$ cat src/rtl/mem_bank_ctrl.sv
// Round-robin two-port arbiter and setup/strobe/hold sequencer for a latch-based word bank.
// Define MEM_BANK_CTRL_READBACK_EN to add a post-write VERIFY state driving err.
module mem_bank_ctrl #(
   parameter int WORDS  = 4,
   parameter int ADDR_W = 2,
   parameter int DATA_W = 8
) (
   input  logic              clk,
   input  logic              reset,
   input  logic              req0,
   input  logic              req1,
   input  logic              op0,
   input  logic              op1,
   input  logic [ADDR_W-1:0] addr0,
   input  logic [ADDR_W-1:0] addr1,
   input  logic [DATA_W-1:0] wdata0,
   input  logic [DATA_W-1:0] wdata1,
   output logic              gnt0,
   output logic              gnt1,
   output logic              valid,
   output logic [DATA_W-1:0] rdata,
   output logic              err,
   output logic              busy,
   output logic              bank_rw,
   output logic [WORDS-1:0]  bank_sel,
   output logic [DATA_W-1:0] bank_wdata,
   input  logic [DATA_W-1:0] bank_rdata_n
);

   typedef enum logic [2:0] {
      S_IDLE,
      S_SETUP,
      S_STROBE,
      S_HOLD,
      S_VERIFY,
      S_SAMPLE,
      S_DONE
   } state_t;

   state_t state;
   logic   ptr;
   logic   win;
   logic   op_q;

   logic              win_c;
   logic              op_c;
   logic [ADDR_W-1:0] addr_c;
   logic [DATA_W-1:0] wdata_c;

   // Out-of-range addresses decode to an all-zero select.
   function automatic logic [WORDS-1:0] decode(input logic [ADDR_W-1:0] a);
      logic [WORDS-1:0] r;
      r = '0;
      for (int i = 0; i < WORDS; i++) begin
         r[i] = (int'(a) == i);
      end
      return r;
   endfunction

   // ptr names the requester that wins a tie.
   always_comb begin
      win_c   = (req0 && req1) ? ptr : req1;
      op_c    = win_c ? op1    : op0;
      addr_c  = win_c ? addr1  : addr0;
      wdata_c = win_c ? wdata1 : wdata0;
   end

`ifndef MEM_BANK_CTRL_READBACK_EN
   assign err = 1'b0;
`endif

   always_ff @(posedge clk) begin
      if (reset) begin
         state      <= S_IDLE;
         ptr        <= 1'b0;
         win        <= 1'b0;
         op_q       <= 1'b0;
         gnt0       <= 1'b0;
         gnt1       <= 1'b0;
         valid      <= 1'b0;
         rdata      <= '0;
         busy       <= 1'b0;
         bank_rw    <= 1'b0;
         bank_sel   <= '0;
         bank_wdata <= '0;
`ifdef MEM_BANK_CTRL_READBACK_EN
         err        <= 1'b0;
`endif
      end else begin
         case (state)
            S_IDLE: begin
               if (req0 || req1) begin
                  win        <= win_c;
                  op_q       <= op_c;
                  gnt0       <= ~win_c;
                  gnt1       <= win_c;
                  busy       <= 1'b1;
                  bank_sel   <= decode(addr_c);
                  bank_wdata <= wdata_c;
                  state      <= S_SETUP;
               end
            end
            S_SETUP: begin
               if (op_q) begin
                  bank_rw <= 1'b1;
                  state   <= S_STROBE;
               end else begin
                  state   <= S_SAMPLE;
               end
            end
            S_STROBE: begin
               bank_rw <= 1'b0;
               state   <= S_HOLD;
            end
            S_HOLD: begin
`ifdef MEM_BANK_CTRL_READBACK_EN
               state    <= S_VERIFY;
`else
               valid    <= 1'b1;
               bank_sel <= '0;
               state    <= S_DONE;
`endif
            end
`ifdef MEM_BANK_CTRL_READBACK_EN
            S_VERIFY: begin
               // Select is still held, so the word's output is stable here.
               err      <= (|bank_sel) && ((~bank_rdata_n) != bank_wdata);
               valid    <= 1'b1;
               bank_sel <= '0;
               state    <= S_DONE;
            end
`endif
            S_SAMPLE: begin
               rdata    <= ~bank_rdata_n;
               valid    <= 1'b1;
               bank_sel <= '0;
               state    <= S_DONE;
            end
            S_DONE: begin
               valid <= 1'b0;
               gnt0  <= 1'b0;
               gnt1  <= 1'b0;
               busy  <= 1'b0;
               ptr   <= ~win;
`ifdef MEM_BANK_CTRL_READBACK_EN
               err   <= 1'b0;
`endif
               state <= S_IDLE;
            end
            default: state <= S_IDLE;
         endcase
      end
   end

endmodule

$ cat config.mk
export PLATFORM = sky130hd
export DESIGN_NAME = mem_bank_ctrl
export DESIGN_NICKNAME = d
export VERILOG_FILES = /design/src/rtl/mem_bank_ctrl.sv
export SDC_FILE = /design/constraint.sdc
export NUM_CORES = 1
export LEC_CHECK = 0
export BUFFER_PORTS_ARGS = -buffer_cell sky130_fd_sc_hd__buf_2
export CAP_MARGIN = 15
export CORE_AREA = 2 2 48 73
export DETAILED_ROUTE_END_ITERATION = 8
export DIE_AREA = 0 0 50 75
export GPL_TIMING_DRIVEN = 0
export HOLD_SLACK_MARGIN = 0.03
export PLACE_DENSITY = 0.83
export SLEW_MARGIN = 10
export SYNTH_ARGS = -nofsm -noshare
export SYNTH_HDL_FRONTEND = slang
export SYNTH_SLANG_ARGS = --single-unit
$ cat constraint.sdc
create_clock -name clk -period 1.65 [get_ports clk]
set_input_delay 0.0825 -clock clk [delete_from_list [all_inputs] [get_ports clk]]
set_output_delay 0.0825 -clock clk [all_outputs]
set_load 0.02 [all_outputs]
# [Word level (Yosys, flattened, before mapping)]
# Index checks and enable logic that the tools add are counted.
[classes] order_cmp=0 n_eq_ne=10 shifts=0 n_bitwise=3 n_mux=18 reduce_logical=13 n_div=0 n_mul=0 add_sub_neg=0
[ops] operator="3-bit one-hot mux with 4 select lines" count=1
[ops] operator="1-bit one-hot mux with 2 select lines" count=5
[ops] operator="8-bit 2-to-1 mux" count=1
[ops] operator="8-bit NOT" count=1
[ops] operator="4-bit one-hot mux with 2 select lines" count=1
[ops] operator="2-bit AND reduction" count=4
[ops] operator="2-bit nonzero test" count=4
[ops] operator="3-bit by 2-bit equality test with 1-bit output (second input constant)" count=2
[ops] operator="3-bit equality test (second input constant)" count=2
[ops] operator="1-bit 2-to-1 mux" count=6
[ops] operator="3-bit 2-to-1 mux" count=2
[ops] operator="2-bit equality test (second input constant)" count=2
[ops] operator="4-bit 2-to-1 mux" count=1
[ops] operator="2-bit != test (second input constant)" count=2
[ops] operator="3-bit by 1-bit equality test with 1-bit output (second input constant)" count=1
[ops] operator="3-bit zero test" count=1
[ops] operator="2-bit by 1-bit equality test with 1-bit output (second input constant)" count=1
[ops] operator="2-bit zero test" count=1
[ops] operator="2-bit 2-to-1 mux" count=1
[ops] operator="1-bit NOT" count=2
[ops] operator="2-bit OR reduction" count=1
[ops] operator="1-bit logical AND" count=1
[ops] operator="1-bit logical OR" count=1
[totals] n_memories=0 register_bits=31 input_bits=34 latchBits=0 romBits=0 out_inout_bits=26 wordCells=56 ram_bits=0

# [Depth between registers and ports, before layout]
# Gate-level depths: netlist (run 1).
[depth] ltp_word=6 ltp_mapped=7 depth_no_buf=4

# [Worst setup path after synthesis (run 1)]
# OpenSTA, ideal clock, no wires.
[synth_path] path_type="reg2reg" start="register state[1]" end="register bank_wdata[1]" synth_period_minus_slack_ps=1247 setup_slack_ps=403 arrival_time_ps=1126 required_ps=1528 stages_incl_launch_ff=6 n_path_buf=1 setup_time_ps=122 cell_sequence="dfxtp_1 buf_6 nor3_4 a21oi_1 and2_1 a221o_1"
[synth_between] elab_chain_cells=2
[synth_lines] element="start, declared" line="40" source="state_t state;"
[synth_lines] element="start signal, assigned" line="74" source="state <= S_IDLE;"
[synth_lines] element="start signal, assigned" line="100" source="state <= S_SETUP;"
[synth_lines] element="start signal, assigned" line="106" source="state <= S_STROBE;"
[synth_lines] element="3-bit zero test" line="90" source="case (state)"
[synth_lines] element="2-bit AND reduction (no source line)"
[synth_lines] element="end signal, assigned" line="99" source="bank_wdata <= wdata_c;"
[synth_lines] element="end, declared" line="26" source="output logic [DATA_W-1:0] bank_wdata,"
# Every way passes these cells.
# A chain may end at the register's enable or synchronous reset.

# [Worst setup path after layout (run 1)]
[layout_path] start="register state[1]" end="register bank_wdata[5]"
# The elaborated chain is that of the path after synthesis.

==> results of run 1 <==
## power groups by stage
stage	sequential, mW	combinational, mW	clock, mW
3_5_place_dp	0.871	0.438	0
2_1_floorplan	0.939	0.225	0
4_1_cts	0.858	0.483	0.776
3_3_place_gp	0.872	0.428	0
6_report	0.860	0.487	0.760
5_1_grt	0.868	0.531	0.811
## routing by layer
metal	part of all wire (%)	wire length (um)	global-route usage [%]
met5	0	0	0
met2	56	1980	42.1
met4	1.5	53	6.79
met3	7.0	249	6.94
met1	36	1280	19.3
## cell type report
cell class,instances,area share [%]
Inverter,4,0.832
Timing Repair Buffer,84,26.2
Tap cell,40,2.38
Sequential cell,31,29.5
Buffer,8,3.39
Clock inverter,2,1.66
Multi-Input combinational cell,96,32.2
Clock buffer,6,3.92
## how the worst max path moves through the flow
| stage | end | startpoint | cells after the start |
|---|---|---|---|
| floorplan | bank_wdata[1] | state[1] | 5 |
| global placement | bank_wdata[3] | state[1] | 5 |
| detailed placement | bank_wdata[3] | state[1] | 5 |
| CTS | bank_wdata[4] | state[1] | 5 |
| global route | bank_wdata[0] | state[1] | 5 |
| finish | bank_wdata[5] | state[1] | 5 |
## per-stage QoR
| stage | hold slack [ns] | instances | worst slack (ns) | area, sq um | utilization [%] |
|---|---|---|---|---|---|
| global placement | 0.271 | 237 | 0.232 | 1730 | 55.8 |
| CTS | 0.141 | 271 | 0.226 | 2100 | 68.0 |
| global route | 0.166 | 271 | 0.0991 | 2100 | 68.0 |
| finish | 0.145 | 271 | 0.174 | 2100 | 68.0 |
| detailed placement | 0.273 | 237 | 0.233 | 1730 | 55.8 |
| floorplan | 0.172 | 139 | 0.403 | 1390 | - |
## sequential cells by signal (all words and copies together), names as in the netlist
| register | flops |
|---|---|
| rdata | 8 |
| bank_wdata | 8 |
| gnt1 | 1 |
| valid | 1 |
| bank_sel | 4 |
| state | 3 |
| gnt0 | 1 |
| op_q | 1 |
| busy | 1 |
| bank_rw | 1 |
| ptr | 1 |
| win | 1 |
## cells in the mapped netlist
cell	count	area, sq um
inv_1	3	11.3
nand2b_1	4	25.0
a221o_1	9	90.1
a21oi_1	8	40.0
nor2_1	14	52.6
nand3b_1	1	7.51
nor2_4	1	11.3
o21a_1	1	7.51
a31oi_1	1	6.26
buf_6	3	33.8
or2_1	1	6.26
o21ai_0	3	15.0
dfxtp_1	31	621
a22o_1	4	35.0
a211oi_2	8	100
mux2i_1	3	30.0
o21bai_1	1	7.51
nand3_1	3	15.0
buf_4	1	7.51
and2_1	8	50.1
a311oi_1	1	8.76
nor3_4	1	16.3
and3_4	1	11.3
a21boi_0	1	7.51
nand2_1	9	33.8
mux2_2	1	11.3
and2_0	1	6.26
inv_4	1	6.26
nor2_2	3	18.8
conb_1	1	3.75
o21ai_2	2	17.5
a211oi_4	1	20.0
nor3_1	3	15.0
buf_8	1	15.0
o211ai_1	1	7.51
buf_2	3	15.0
## critical path: stages (launching register included)
cell and delay [ns]:
dfxtp_1 0.31, buf_6 0.14, nor3_4 0.17, a21oi_1 0.23, and2_1 0.23, a221o_1 0.27
## placed cells by master (no fill, tap or decap), types with 4 or more instances in the layout
master         Yosys  final
nand2_1            9      9
a221o_1            9      9
a22o_1             4      4
dlygate4sd3_1      0     26
buf_2              3     61
dfxtp_1           31     31
a211oi_2           8      8
clkbuf_8           0      6
and2_1             8      8
nor2_1            14     14
nand2b_1           4      4
a21oi_1            8      8
## cells by family after synthesis
logic type | count (synthesis)
simple gates | 50
other cells | 1
mux | 4
buf+inv | 12
compound gates | 41
flops | 31
==> key figures, run 1 <==
Power
  • P_leak: 0.953 nW
  • Combinational share of power: 23.1%
  • Final Power: 2.11 mW
  • Clock group share of total power: 36.1%
  • Switching power: 0.577 mW
  • Maximum vdd drop: 0.000769 V
  • Power Density: 1000 nW/um^2
  • Internal: 1.53 mW
  • Sequential Power Share: 40.8%
  • Switching share of power: 27.4%

Finish
  • Area delta synth->final: 51.8%
  • Ant diodes: 0
  • Area taken by multi-input logic gates: 677 sq um
  • Share of layout cells above drive strength 1: 40.3%
  • Nets: 264
  • FF+latch area: 621 sq um
  • Filler Cells Inserted: 256

GRT
  • Largest net degree at the start of global routing: 11
  • First-pass GRT wire length: 5930 um
  • GRT Total Usage: 20.9%
  • Antenna violations before repair: 0
  • Gr ovfl total: 0
  • Vias in the first global route: 1426

Yosys
  • Mux cell area share after synthesis: 2.98%
  • Synth Area per Inst: 9.97 sq um
  • Syn Inst Count: 139
  • Synth Cell Area: 1390 sq um
  • Sequential fraction of the synthesis area: 44.8%
  • Adder-cell share of the synthesized area: 0%
  • Yosys reg bits: 31
  • Synth unique cells: 36
  • Post-synthesis simple-gate area fraction: 19.4%
  • Synth warnings: 0
  • Synth Net Count: 173
  • Main combinational cell family by area after synthesis: compound AO/OA/AOI/OAI gates
  • Post-Synth XOR/XNOR Area: 0%
  • Complex-gate fraction of the synthesized area: 26.2%

Timing
  • Final count of pins violating max slew: 0
  • FMAX: 0.678 GHz
  • Final Hold Vio Count: 0
  • Final worst path period share: 89.4%
  • Clock skew: 0.00753 ns
  • RSZ-0062 raised after global routing: no
  • Slew HR: 60.5%
  • Fin Setup TNS: 0 ns
  • Worst slew pin tran: 0.593 ns
  • Tmin final: 1.48 ns
  • Setup violations, final: 0

Floorplan
  • Site Rows: 25
  • Full die area: 3750 sq um
  • Initial core utilization: 44.8%
  • Total core area: 3100 sq um
  • IO Count: 60
  • Die span in y: 75 um
  • Die X: 50 um

Placement
  • DP Wirelength: 2240 um
  • # port buffers: 58
  • Routability cong.: 0.764

Route
  • Via count of the routed design: 1362
  • Initial DRT Pass Iterations: 4
  • Post-route ant nets: 0
  • DRT iter0 DRCs: 32
  • WL final: 3560 um
  • DRC Markers: 0
  • Vias per std cell: 5.03
  • Wire per inst: 13.1 um

CTS
  • Clk pin slew, worst setup/hold paths: 0.07 ns
  • CTS Sinks: 31
  • Resized cells post-CTS: 0
  • Clock Tree Buf Depth: 2
  • Clk Tree Root Cell: clkbuf_8
  • Clock Latency Late Sink: 0.29 ns
  • Post-CTS Hold Buffers: 26
  • CTS tree: done
  • H-tree lvl count: 2
  • Postcts setup bufs: 0
  • CTS Buf Count: 5

Worst hold path
  • HP Class: input port to register
  • Worst Hold End: gnt0
  • Hold Crit Depth: 3
  • Hold path start: req0

Critical path
  • CP Capture Type: register
  • Peak fanout along the critical path: 10
  • R2r setup slk: 0.17 ns
  • FF-to-FF End: bank_wdata[5]
  • Critical Path RT: 1.82 ns
  • R2R depth: 5
  • Crit Path Category: register to register
  • Critical Path AT: 1.65 ns
  • RR Startpoint: state[1]
  • CP Launch Type: register

Flow run
  • Maxcap violations: 0

Run status
  • Status: finished, final reports clean
Power figures use the tool's default switching activity.
==> run 2, diff against run 1 <==
==> constraint.sdc (replaced) <==
create_clock -name clk -period 1.65 [get_ports clk]
set_input_delay 0.33 -clock clk [delete_from_list [all_inputs] [get_ports clk]]
set_output_delay 0.33 -clock clk [all_outputs]
set_load 0.02 [all_outputs]
==> key figures, run 2 (synthesis gave the netlist of run 1 again) <==
Run status
  • Status: finished, final reports clean

Floorplan
  • Initial core utilization: 44.8% (unchanged)
  • Die X: 50 um (unchanged)
  • IO Count: 60 (unchanged)
  • Full die area: 3750 sq um (unchanged)
  • Site Rows: 25 (unchanged)
  • Die span in y: 75 um (unchanged)
  • Total core area: 3100 sq um (unchanged)

Placement
  • Routability cong.: 0.764 (unchanged)
  • DP Wirelength: 2240 um (unchanged)
  • Dpl cell area: 1730 sq um (unchanged)
  • # port buffers: 58 (unchanged)

Timing
  • Final Hold Vio Count: 0 (unchanged)
  • FMAX: 0.711 GHz (+5.0%)
  • RSZ-0062 raised after global routing: no
  • Tmin final: 1.41 ns (-0.0701 ns)
  • Final count of pins violating max slew: 0 (unchanged)
  • Slew HR: 65.1% (+4.6 points)
  • Fin Setup TNS: 0 ns (unchanged)
  • Clock skew: 0.00615 ns (-0.00138 ns)
  • Hold Slack: 0.227 ns (+0.0820 ns)
  • Worst slew pin tran: 0.523 ns (-0.0693 ns)
  • Setup violations, final: 0 (unchanged)
  • Final worst path period share: 85.2% (-4.2 points)

CTS
  • Resized cells post-CTS: 0 (unchanged)
  • CTS tree: done
  • CTS Buf Count: 5 (unchanged)
  • Postcts setup bufs: 0 (unchanged)
  • Clk Tree Root Cell: clkbuf_8
  • Post-CTS Hold Buffers: 0 (-100%)
  • CTS Sinks: 31 (unchanged)
  • Clock Latency Late Sink: 0.29 ns (about the same)
  • Clk pin slew, worst setup/hold paths: 0.06 ns (about the same)
  • H-tree lvl count: 2 (unchanged)
  • Clock Tree Buf Depth: 2 (unchanged)

Critical path
  • Critical Path RT: 1.82 ns (about the same)
  • Crit Path Category: register to register
  • Slowest Stage Delay on Critical Path: 0.31 ns (about the same)
  • RR Startpoint: state[1]
  • FF-to-FF End: bank_wdata[4]
  • Crit-path cells: buf_6, nor3_4, a21oi_1, and2_1, a221o_1
  • Slowest CP cell: dfxtp_1
  • R2r setup slk: 0.24 ns (+0.07 ns)
  • Peak fanout along the critical path: 10 (unchanged)
  • CP Capture Type: register
  • Critical Path AT: 1.58 ns (-0.07 ns)
  • R2R depth: 5 (unchanged)
  • CP Launch Type: register

Power
  • Final Power: 2.04 mW (-3.0%)
  • P_leak: 0.845 nW (-11%)
  • Power Density: 1110 nW/um^2 (+11%)
  • Maximum vdd drop: 0.000720 V (-6.4%)

GRT
  • Gr ovfl total: 0 (unchanged)
  • First-pass GRT wire length: 4840 um (-19%)
  • Largest net degree at the start of global routing: 11 (unchanged)
  • Antenna violations before repair: 0 (unchanged)
  • GRT Total Usage: 16.9% (-4.0 points)
  • Vias in the first global route: 1181 (-17%)

Finish
  • Util after Layout: 59.6% (-8.4 points)
  • Biggest regs: bank_wdata (8), rdata (8), bank_sel (4)
  • Share of layout cells above drive strength 1: 45.4% (+5.1 points)
  • Commonest non-fill, non-tap cell in the layout: buf_2
  • Area delta synth->final: 33.0%
  • Nets: 238 (-9.8%)
  • Ant diodes: 0 (unchanged)
  • Commonest cells after routing, fill and taps aside: buf_2, dfxtp_1, nor2_1
  • Cell area after layout: 1840 sq um (-12%)

Route
  • Post-route ant nets: 0 (unchanged)
  • DRT iter0 DRCs: 28 (-13%)
  • Wire per inst: 11.6 um (-12%)
  • DRC Markers: 0 (unchanged)
  • Vias per std cell: 5.02 (-0.19%)
  • Initial DRT Pass Iterations: 4 (unchanged)
  • Via count of the routed design: 1229 (-9.8%)
  • WL final: 2830 um (-20%)

Flow run
  • Maxcap violations: 0 (unchanged)

Worst hold path
  • Worst Hold End: rdata[4]
  • Hold path start: bank_rdata_n[4]
  • HP Class: input port to register
  • Hold Crit Depth: 2 (-1)
-- run 2: layout make-up --
| class | count | area, sq um |
|---|---|---|
| fill | 292 | 1250 |
| multi-input combinational | 96 | 677 |
| sequential | 31 | 621 |
| timing repair buffer | 58 | 290 |
| clock buffer | 6 | 82.6 |
| buffer | 8 | 71.3 |
| tap | 40 | 50.0 |
| clock inverter | 2 | 35.0 |
| inverter | 4 | 17.5 |
-- run 2: how the worst max path moves through the flow --
stage / from / end / slack (ns) / depth (start not counted)
3_5_place_dp: req1 / bank_wdata[3] / 0.12 / 5
4_1_cts: state[1] / bank_wdata[4] / 0.23 / 5
6_report: state[1] / bank_wdata[4] / 0.24 / 5
5_1_grt: state[1] / bank_wdata[2] / 0.14 / 5
3_3_place_gp: req1 / bank_wdata[3] / 0.11 / 5
2_1_floorplan: state[1] / bank_wdata[1] / 0.40 / 5
-- run 2: power breakdown --
part	total [mW]	internal [mW]	switching, mW
logic	0.431	0.183	0.248
clock network	0.755	0.488	0.267
registers	0.858	0.819	0.0382
total	2.04	1.49	0.554
-- run 2: worst max-delay path, delay by kind of cell, from the launching register on --
| family | cells | cell delay [ns] |
|---|---|---|
| AND/OR/NAND/NOR | 2 | 0.38 |
| AO/OA/AOI/OAI | 2 | 0.47 |
| buffers and inverters | 1 | 0.14 |
| flip-flops | 1 | 0.31 |
-- run 2: metal layers --
| metal | vias up | global-route usage [%] | routed length (um) |
|---|---|---|---|
| met4 | 0 | 6.79 | 53 |
| li1 | 622 | - | - |
| met5 | - | 0 | 0 |
| met3 | 6 | 6.35 | 246 |
| met1 | 546 | 17.3 | 1110 |
| met2 | 55 | 30.8 | 1420 |
-- run 2: stage by stage --
step / instances / worst slack (ns)
detailed placement: 237 / 0.117
CTS: 245 / 0.226
global route: 245 / 0.136
floorplan: 139 / 0.403
global placement: 237 / 0.115
finish: 245 / 0.244
